[src/rtl/vpe_dot_pe_acc.sv]
`default_nettype none
// ============================================================================
// Module      : vpe_dot_pe_acc
// Description : Pipelined fixed-point dot-product processing element with
//               optional accumulation across beats.
//               Stage 0 captures the data beat and a snapshot of the weight
//               register. Stage 1 forms full-width lane products. Stage 2
//               truncates and saturates each product to DW bits. The stages
//               after that form a registered pairwise adder tree that clamps
//               at every node. The final stage either emits the tree sum or
//               folds it into a saturating accumulator.
//               Latency from a beat's sampling edge to o_data_v is
//               3 + log2(LANES) cycles.
// Ports       : clk, rst_n           - clock, async active-low reset
//               i_data / i_data_v    - LANES x DW data vector and its valid
//               i_weight / i_weight_v- LANES x DW weight vector and load strobe
//               i_acc_en / i_last    - accumulate mode and final-beat marker
//               o_data / o_data_v    - DW result and single-cycle valid
//               o_sat                - saturation seen anywhere in the result
// Revision    : 1.0 - initial release
// ============================================================================
module vpe_dot_pe_acc #(
    parameter int LANES = 8,
    parameter int DW    = 8,
    parameter int FRAC  = 5
) (
    input  logic                  clk,
    input  logic                  rst_n,
    input  logic [LANES*DW-1:0]   i_data,
    input  logic                  i_data_v,
    input  logic [LANES*DW-1:0]   i_weight,
    input  logic                  i_weight_v,
    input  logic                  i_acc_en,
    input  logic                  i_last,
    output logic [DW-1:0]         o_data,
    output logic                  o_data_v,
    output logic                  o_sat
);

    localparam int c_LOG2_LANES = $clog2(LANES);
    // Heap-ordered tree: node 0 is the root, leaves sit at LANES-1 .. 2*LANES-2
    localparam int c_NODES      = 2 * LANES - 1;
    // Flag stages 0 .. 2+log2(LANES); the last one travels alongside the root
    localparam int c_FSTAGES    = c_LOG2_LANES + 3;
    localparam logic [DW-1:0] c_MAX = {1'b0, {(DW-1){1'b1}}};
    localparam logic [DW-1:0] c_MIN = {1'b1, {(DW-1){1'b0}}};

    // Per-beat flags: bit 0 valid, bit 1 acc_en, bit 2 last
    logic [2:0]            r_flags [c_FSTAGES];
    logic [LANES*DW-1:0]   r_weight;
    logic [LANES*DW-1:0]   r_data0;
    logic [LANES*DW-1:0]   r_weight0;
    logic [2*DW-1:0]       r_prod   [LANES];
    logic [2*DW-1:0]       w_prod_d [LANES];
    logic [DW-1:0]         r_tree   [c_NODES];
    logic [DW-1:0]         w_tree_d [c_NODES];
    logic [c_NODES-1:0]    r_tsat;
    logic [c_NODES-1:0]    w_tsat_d;
    logic [DW-1:0]         r_acc;
    logic                  r_sticky;

    // ------------------------------------------------------------------
    // Control path: weight register and flag pipeline
    // ------------------------------------------------------------------
    always_ff @(posedge clk or negedge rst_n) begin
        if (!rst_n) begin
            r_weight <= '0;
            for (int s = 0; s < c_FSTAGES; s++) begin
                r_flags[s] <= '0;
            end
        end else begin
            if (i_weight_v) begin
                r_weight <= i_weight;
            end
            r_flags[0] <= {i_last, i_acc_en, i_data_v};
            for (int s = 1; s < c_FSTAGES; s++) begin
                r_flags[s] <= r_flags[s-1];
            end
        end
    end

    // ------------------------------------------------------------------
    // Datapath registers: free-running, qualified by the flag pipeline.
    // The weight snapshot is taken from r_weight as it stands before the
    // edge, so a load coinciding with a beat only affects later beats.
    // ------------------------------------------------------------------
    always_ff @(posedge clk) begin
        r_data0   <= i_data;
        r_weight0 <= r_weight;
        r_prod    <= w_prod_d;
        r_tree    <= w_tree_d;
        r_tsat    <= w_tsat_d;
    end

    // ------------------------------------------------------------------
    // Stage 1 products and stage 2 quantisation, one slice per lane
    // ------------------------------------------------------------------
    genvar k;
    generate
        for (k = 0; k < LANES; k++) begin : g_lane
            logic [DW-1:0]     w_d;
            logic [DW-1:0]     w_w;
            logic [DW-FRAC:0]  w_hi;
            logic              w_ovf;
            logic              w_unused_prod;

            assign w_d = r_data0[k*DW +: DW];
            assign w_w = r_weight0[k*DW +: DW];
            // Sign-extend both operands so the low 2*DW bits are the signed product
            assign w_prod_d[k] = {{DW{w_d[DW-1]}}, w_d} * {{DW{w_w[DW-1]}}, w_w};

            // Bits from FRAC+DW-1 upward must all agree for the result to fit
            assign w_hi  = r_prod[k][2*DW-1:FRAC+DW-1];
            assign w_ovf = ~((&w_hi) | ~(|w_hi));
            assign w_tree_d[LANES-1+k] = w_ovf ? (r_prod[k][2*DW-1] ? c_MIN : c_MAX)
                                               : r_prod[k][FRAC+DW-1:FRAC];
            assign w_tsat_d[LANES-1+k] = w_ovf;
            // The low FRAC bits are discarded by truncation
            assign w_unused_prod = ^r_prod[k];
        end
    endgenerate

    // ------------------------------------------------------------------
    // Adder tree: each internal node adds its two children at DW+1 bits
    // and clamps. Node i has children 2i+1 (even lane side) and 2i+2.
    // ------------------------------------------------------------------
    genvar n;
    generate
        for (n = 0; n < LANES - 1; n++) begin : g_node
            logic [DW:0] w_sum;
            logic        w_clamp;

            assign w_sum   = {r_tree[2*n+1][DW-1], r_tree[2*n+1]}
                           + {r_tree[2*n+2][DW-1], r_tree[2*n+2]};
            assign w_clamp = w_sum[DW] ^ w_sum[DW-1];
            assign w_tree_d[n] = w_clamp ? (w_sum[DW] ? c_MIN : c_MAX) : w_sum[DW-1:0];
            assign w_tsat_d[n] = r_tsat[2*n+1] | r_tsat[2*n+2] | w_clamp;
        end
    endgenerate

    // ------------------------------------------------------------------
    // Accumulator / output stage
    // ------------------------------------------------------------------
    logic [2:0]    w_fl;
    logic [DW:0]   w_acc_sum;
    logic          w_acc_clamp;
    logic [DW-1:0] w_acc_res;

    assign w_fl        = r_flags[c_FSTAGES-1];
    assign w_acc_sum   = {r_acc[DW-1], r_acc} + {r_tree[0][DW-1], r_tree[0]};
    assign w_acc_clamp = w_acc_sum[DW] ^ w_acc_sum[DW-1];
    assign w_acc_res   = w_acc_clamp ? (w_acc_sum[DW] ? c_MIN : c_MAX) : w_acc_sum[DW-1:0];

    always_ff @(posedge clk or negedge rst_n) begin
        if (!rst_n) begin
            r_acc    <= '0;
            r_sticky <= 1'b0;
            o_data   <= '0;
            o_data_v <= 1'b0;
            o_sat    <= 1'b0;
        end else begin
            o_data_v <= 1'b0;
            if (w_fl[0]) begin
                if (!w_fl[1]) begin
                    // Single-beat dot: pass the tree result, accumulator untouched
                    o_data   <= r_tree[0];
                    o_sat    <= r_tsat[0];
                    o_data_v <= 1'b1;
                end else if (!w_fl[2]) begin
                    r_acc    <= w_acc_res;
                    r_sticky <= r_sticky | r_tsat[0] | w_acc_clamp;
                end else begin
                    o_data   <= w_acc_res;
                    o_sat    <= r_sticky | r_tsat[0] | w_acc_clamp;
                    o_data_v <= 1'b1;
                    r_acc    <= '0;
                    r_sticky <= 1'b0;
                end
            end
        end
    end

endmodule
`default_nettype wire

[config.mk]
export PLATFORM = sky130hd
export DESIGN_NAME = vpe_dot_pe_acc
export DESIGN_NICKNAME = d
export VERILOG_FILES = /design/src/rtl/vpe_dot_pe_acc.sv
export SDC_FILE = /design/constraint.sdc
export NUM_CORES = 2
export LEC_CHECK = 0
export BUFFER_PORTS_ARGS = -buffer_cell sky130_fd_sc_hd__buf_2
export CORE_AREA = 5 5 309 386
export CTS_CLUSTER_DIAMETER = 80
export CTS_CLUSTER_SIZE = 14
export DETAILED_ROUTE_END_ITERATION = 8
export DIE_AREA = 0 0 314 391
export PLACE_DENSITY = 0.41
export SYNTH_ARGS = -nofsm -noshare
export SYNTH_HDL_FRONTEND = slang
export SYNTH_SLANG_ARGS = --single-unit
[constraint.sdc]
create_clock -name clk -period 5.8 [get_ports clk]
set_clock_uncertainty 0.15 [all_clocks]
set_input_delay 1.45 -clock clk [delete_from_list [all_inputs] [get_ports clk]]
set_output_delay 1.45 -clock clk [all_outputs]
set_load 0.02 [all_outputs]
### Word level (Yosys, flattened, before mapping)

Index checks and enable logic that the tools add are counted.
W data, S select, Z words.

* add/sub/neg operators: 8
* multiply operators: 8
* eq/ne operators: 1
* mux-type cells: 41
* bitwise gates (word level): 48
* reductions and logical operators: 18

Operator list (count)
* $mux W8: 35
* $mul A8 B8 Y16: 8
* $add A8 B8 Y9: 8
* $reduce_and A4 Y1: 8
* $reduce_or A4 Y1: 8
* $or A1 B1 Y1: 24
* $not A1 Y1: 16
* $xor A1 B1 Y1: 8
* $mux W1: 6
* $reduce_and A2 Y1: 2
* $ne A2 B1 Y1 const B: 1

* flip-flop bits (word level): 492
* input bits: 134
* output and inout port bits: 10
* word-level logic and storage cells: 162

### Longest topological paths before layout

* word-level depth: 5
* gate-level depth with buffers: 17
* depth with buffers taken out: 17

### Least setup slack after synthesis

No wires, ideal clock.

* kind: register to register
* start point: register r_weight0[2]
* end point: register r_prod (netlist bit g_lane[0].w_hi[2])
* arrival time: 4008 ps
* data required time: 5571 ps
* path slack: 1563 ps
* cell stages (with the launch flop): 14
* buffers on the path: 0
* clock period less this slack: 4237 ps
* cell sequence: dfxtp_1 -> nand2_1 -> fa_1 -> fa_1 -> fa_1 -> fa_1 -> inv_1 -> ha_1 -> a21o_1 -> a21oi_1 -> o21ai_1 -> o41ai_2 -> or4b_1 -> o211ai_1

RTL lines
* from (decl): line 52 `logic [LANES*DW-1:0] r_weight0;`
* from (signal assigned): line 89 `r_weight0 <= r_weight;`
* to (signal assigned): line 90 `r_prod <= w_prod_d;`
* to (decl): line 53 `logic [2*DW-1:0] r_prod [LANES];`

==> reports/results.md <==
| Quantity | This run |
|---|---|
| Class of the worst hold path | reg -> reg |
| Slew HR | 0.427 |
| Highest attainable clock frequency | 216 MHz |
| CTS tree | done |
| Max-Cap Viols | 0 |
| Hold_buf cts | 0 |
| Number of nets in the final layout | 4,395 |
| Crit. End Element | flip-flop |
| Overall die area | 123,000 sq um |
| Minimum setup slack after placement | 1.19 ns |
| Proportion of layout cells with a drive suffix above 1 | 0.0860 |
| Average vias per placed instance | 4.36 |
| Antenna Diode Count | 0 |
| Crit Reg-Reg Startpoint | r_weight0[23]$_DFF_P_ |
| Grt ovf | 0 |
| Average wire per standard cell | 14.6 um |
| Number of enable flip-flop cells after synthesis | 0 |
| Total power | 22.9 mW |
| Post-Place Cell Area | 36,700 sq um |
| Placeable core region | 115,000 sq um |
| Flip-flop cell with the highest count after synthesis | dfxtp_1 |
| Pin slew with the least headroom to its limit | 0.836 ns |
| Initial antenna violation count | 1 |
| Critical path fanouts, max | 5 |
| P per Cell Area | 601 nW/um^2 |
| Post-route minimum period | 4.64 ns |
| Total length of routed wires | 73,700 um |
| Req. time, crit path | 6.14 ns |
| Number of global-route vias before repair | 24,000 |
| Syn nets | 4,224 |
| Clock-pin transition on the worst setup and hold timing paths | 0.07 ns |
| Overall fraction of global-route tracks in use | 0.123 |
| Number of detailed-routing iterations run before antenna repair | 5 |
| Area of combinational cells with multiple inputs | 22,000 sq um |
| Library cell used as clock root buffer | clkbuf_16 |
| Vert. Die Dim | 391 um |
| Count of warnings emitted by yosys | 0 |
| Unique masters post-synth | 69 |
| Unrepaired setup endpoints after global routing | false |
| Setup Viol. Count Final | 0 |
| Placement Rows | 139 |
| Total half-perimeter wirelength after legalization and detailed placement | 59,800 um |
| Synth-to-layout area growth | 11.3% |
| Pin count of the biggest net entering global routing | 69 |
| Startpoint of the tightest hold check path | r_flags[13]$_DFF_PN0_ |
| Post-synthesis cell area | 34,200 sq um |
| CP arrival | 4.98 ns |
| I/O pin total | 144 |
| Top library cells by usage in the layout, fill and taps aside | inv_1 (678), fa_1 (440), dfxtp_1 (351) |
| Post-synthesis register bit count | 452 |
| Setup Crit Path Kind | reg -> reg |
| Area of all placed cells without fillers | 38,100 sq um |
| Horiz. Die Dim | 314 um |
| Sequential fraction of the synthesis area | 0.279 |
| Initial Utilization | 0.298 |
| Number of buffers added by the clock tree synthesis step | 44 |
| Number of filler instances in the final layout | 11,900 |
| DRC violations left | 0 |
| Area taken by flip-flops and latches | 9550 sq um |
| First-pass GRT wire length | 124,000 um |
| Fin Setup TNS | 0 ns |
| Insertion delay to the later sink of the worst-skew pair | 0.61 ns |
| Number of gates resized after cts | 0 |
| Syn_area_per_cell | 10.2 sq um |
| Clk sink count | 452 |
| Core Util, Final | 0.332 |
| Slew Viols, Final | 0 |
| Worst IR Drop VDD | 0.231 mV |
| Final weighted congestion in routability-driven placement | 0.765 |
| Post-synthesis cell count | 3,370 |
| Clock buffer depth | 3 |
| Nature of the critical path startpoint | flip-flop |
| H-tree depth reported by CTS | 2 |
| Most frequent standard cell in the layout excluding fill and tap cells | inv_1 |
| Number of buffers added on ports | 143 |
| Proportion of register bits with asynchronous set or reset after synthesis | 0.223 |
| Status | completed |
| Number of nets with antenna violations after routing | 0 |
| Final Cycle Share | 0.800 |
| Launching instance or port of the critical path | r_weight0[23]$_DFF_P_ |
| Static leakage power | 18.3 nW |
| Number of DRC markers in iteration 0 | 703 |
| Post-CTS Setup Inserts | 0 |
| Final hold vios | 0 |
| Total number of vias | 22,000 |
| Final worst slack | 1.16 ns |
## worst paths after layout
path / to / slack (ns) / depth (start not counted)
worst min-delay path: r_flags[10]$_DFF_PN0_ / 0.20 / 0
worst max-delay path: g_lane[2].w_hi[3]$_DFF_P_ / 1.16 / 15
worst max register to register: g_lane[2].w_hi[3]$_DFF_P_ / 1.16 / 15
min in group asynchronous: r_weight[33]$_DFFE_PN0P_ / 0.61 / 1
max in group asynchronous: r_flags[16]$_DFF_PN0_ / 4.04 / 2
worst min register to register: r_flags[10]$_DFF_PN0_ / 0.20 / 0
## layout make-up
cell class                      count  area share
Clock buffer                       61      0.0325
Inverter                          679      0.0669
Clock inverter                     13     0.00283
Tap cell                         1480      0.0486
Timing Repair Buffer              145      0.0197
Sequential cell                   452       0.251
Multi-Input combinational cell   2219       0.579
## critical path, cell delays in order, from the launching register on
cell and delay (ns):
dfxtp_1 0.50, inv_1 0.17, nor2_1 0.15, fa_1 0.45, fa_1 0.48, fa_1 0.50
inv_1 0.05, fa_1 0.47, inv_1 0.04, ha_1 0.33, a21o_1 0.19, a2111oi_0 0.44
o31ai_1 0.18, a31oi_1 0.20, o21bai_1 0.09, xnor2_1 0.12
## power breakdown
group / internal [mW] / switching [mW] / total (mW) / leakage, nW
clock: 1.50 / 1.29 / 2.80 / 0.652
sequential: 4.37 / 0.595 / 4.97 / 4.14
combinational: 6.84 / 8.31 / 15.1 / 13.5
## cells in the mapped netlist (all sizes together) (17+ instances only)
cell,n,area (sq um)
and3,21,131
nor2b,50,313
o21a,26,195
mux2,70,788
dfrtp,101,2530
a21o,102,766
nor3,33,165
nand2b,27,169
dfxtp,351,7030
ha,280,3500
a21oi,67,339
inv,678,2540
o21ai,100,500
nand2,188,706
fa,440,8810
and2,299,1870
or3,17,106
o211ai,22,165
xor2,43,377
nor2,110,413
xnor2,113,990
clkbuf,19,71.3
## layer usage
| layer | up-vias | track usage | part of all wire |
|---|---|---|---|
| li1 | 11000 | - | - |
| met1 | 10700 | 0.156 | 0.44 |
| met2 | 195 | 0.224 | 0.51 |
| met3 | 69 | 0.0193 | 0.029 |
| met4 | 0 | 0.0265 | 0.020 |
| met5 | - | 0 | 0 |
## cells by family after synthesis
kind of cell	count (synthesis)	synth area share
xor+xnor	156	0.0399
compound gates	453	0.0922
mux	82	0.0265
fa+ha+maj	720	0.360
buf+inv	699	0.0767
flops	452	0.279
simple gates	808	0.126
## through the flow
stage               std cells  hold WS (ns)
floorplan                3370         0.181
global placement         4975         0.183
detailed placement       4975         0.186
CTS                      5049         0.207
global route             5049         0.210
finish                   5049         0.201
## registers in the layout, indices dropped and copies added (netlist names)
| register | cells |
|---|---|
| o_data_v | 1 |
| o_sat | 1 |
| o_data | 8 |
| r_tree | 120 |
| r_weight | 64 |
| r_flags | 15 |
| r_tsat | 15 |
| r_data0 | 64 |
| r_weight0 | 64 |
| r_prod | 56 |
| r_sticky | 1 |
| w_fl | 3 |
| g_lane.w_hi | 32 |
| r_acc | 8 |
No activity file was read; power rests on OpenSTA's default activity.
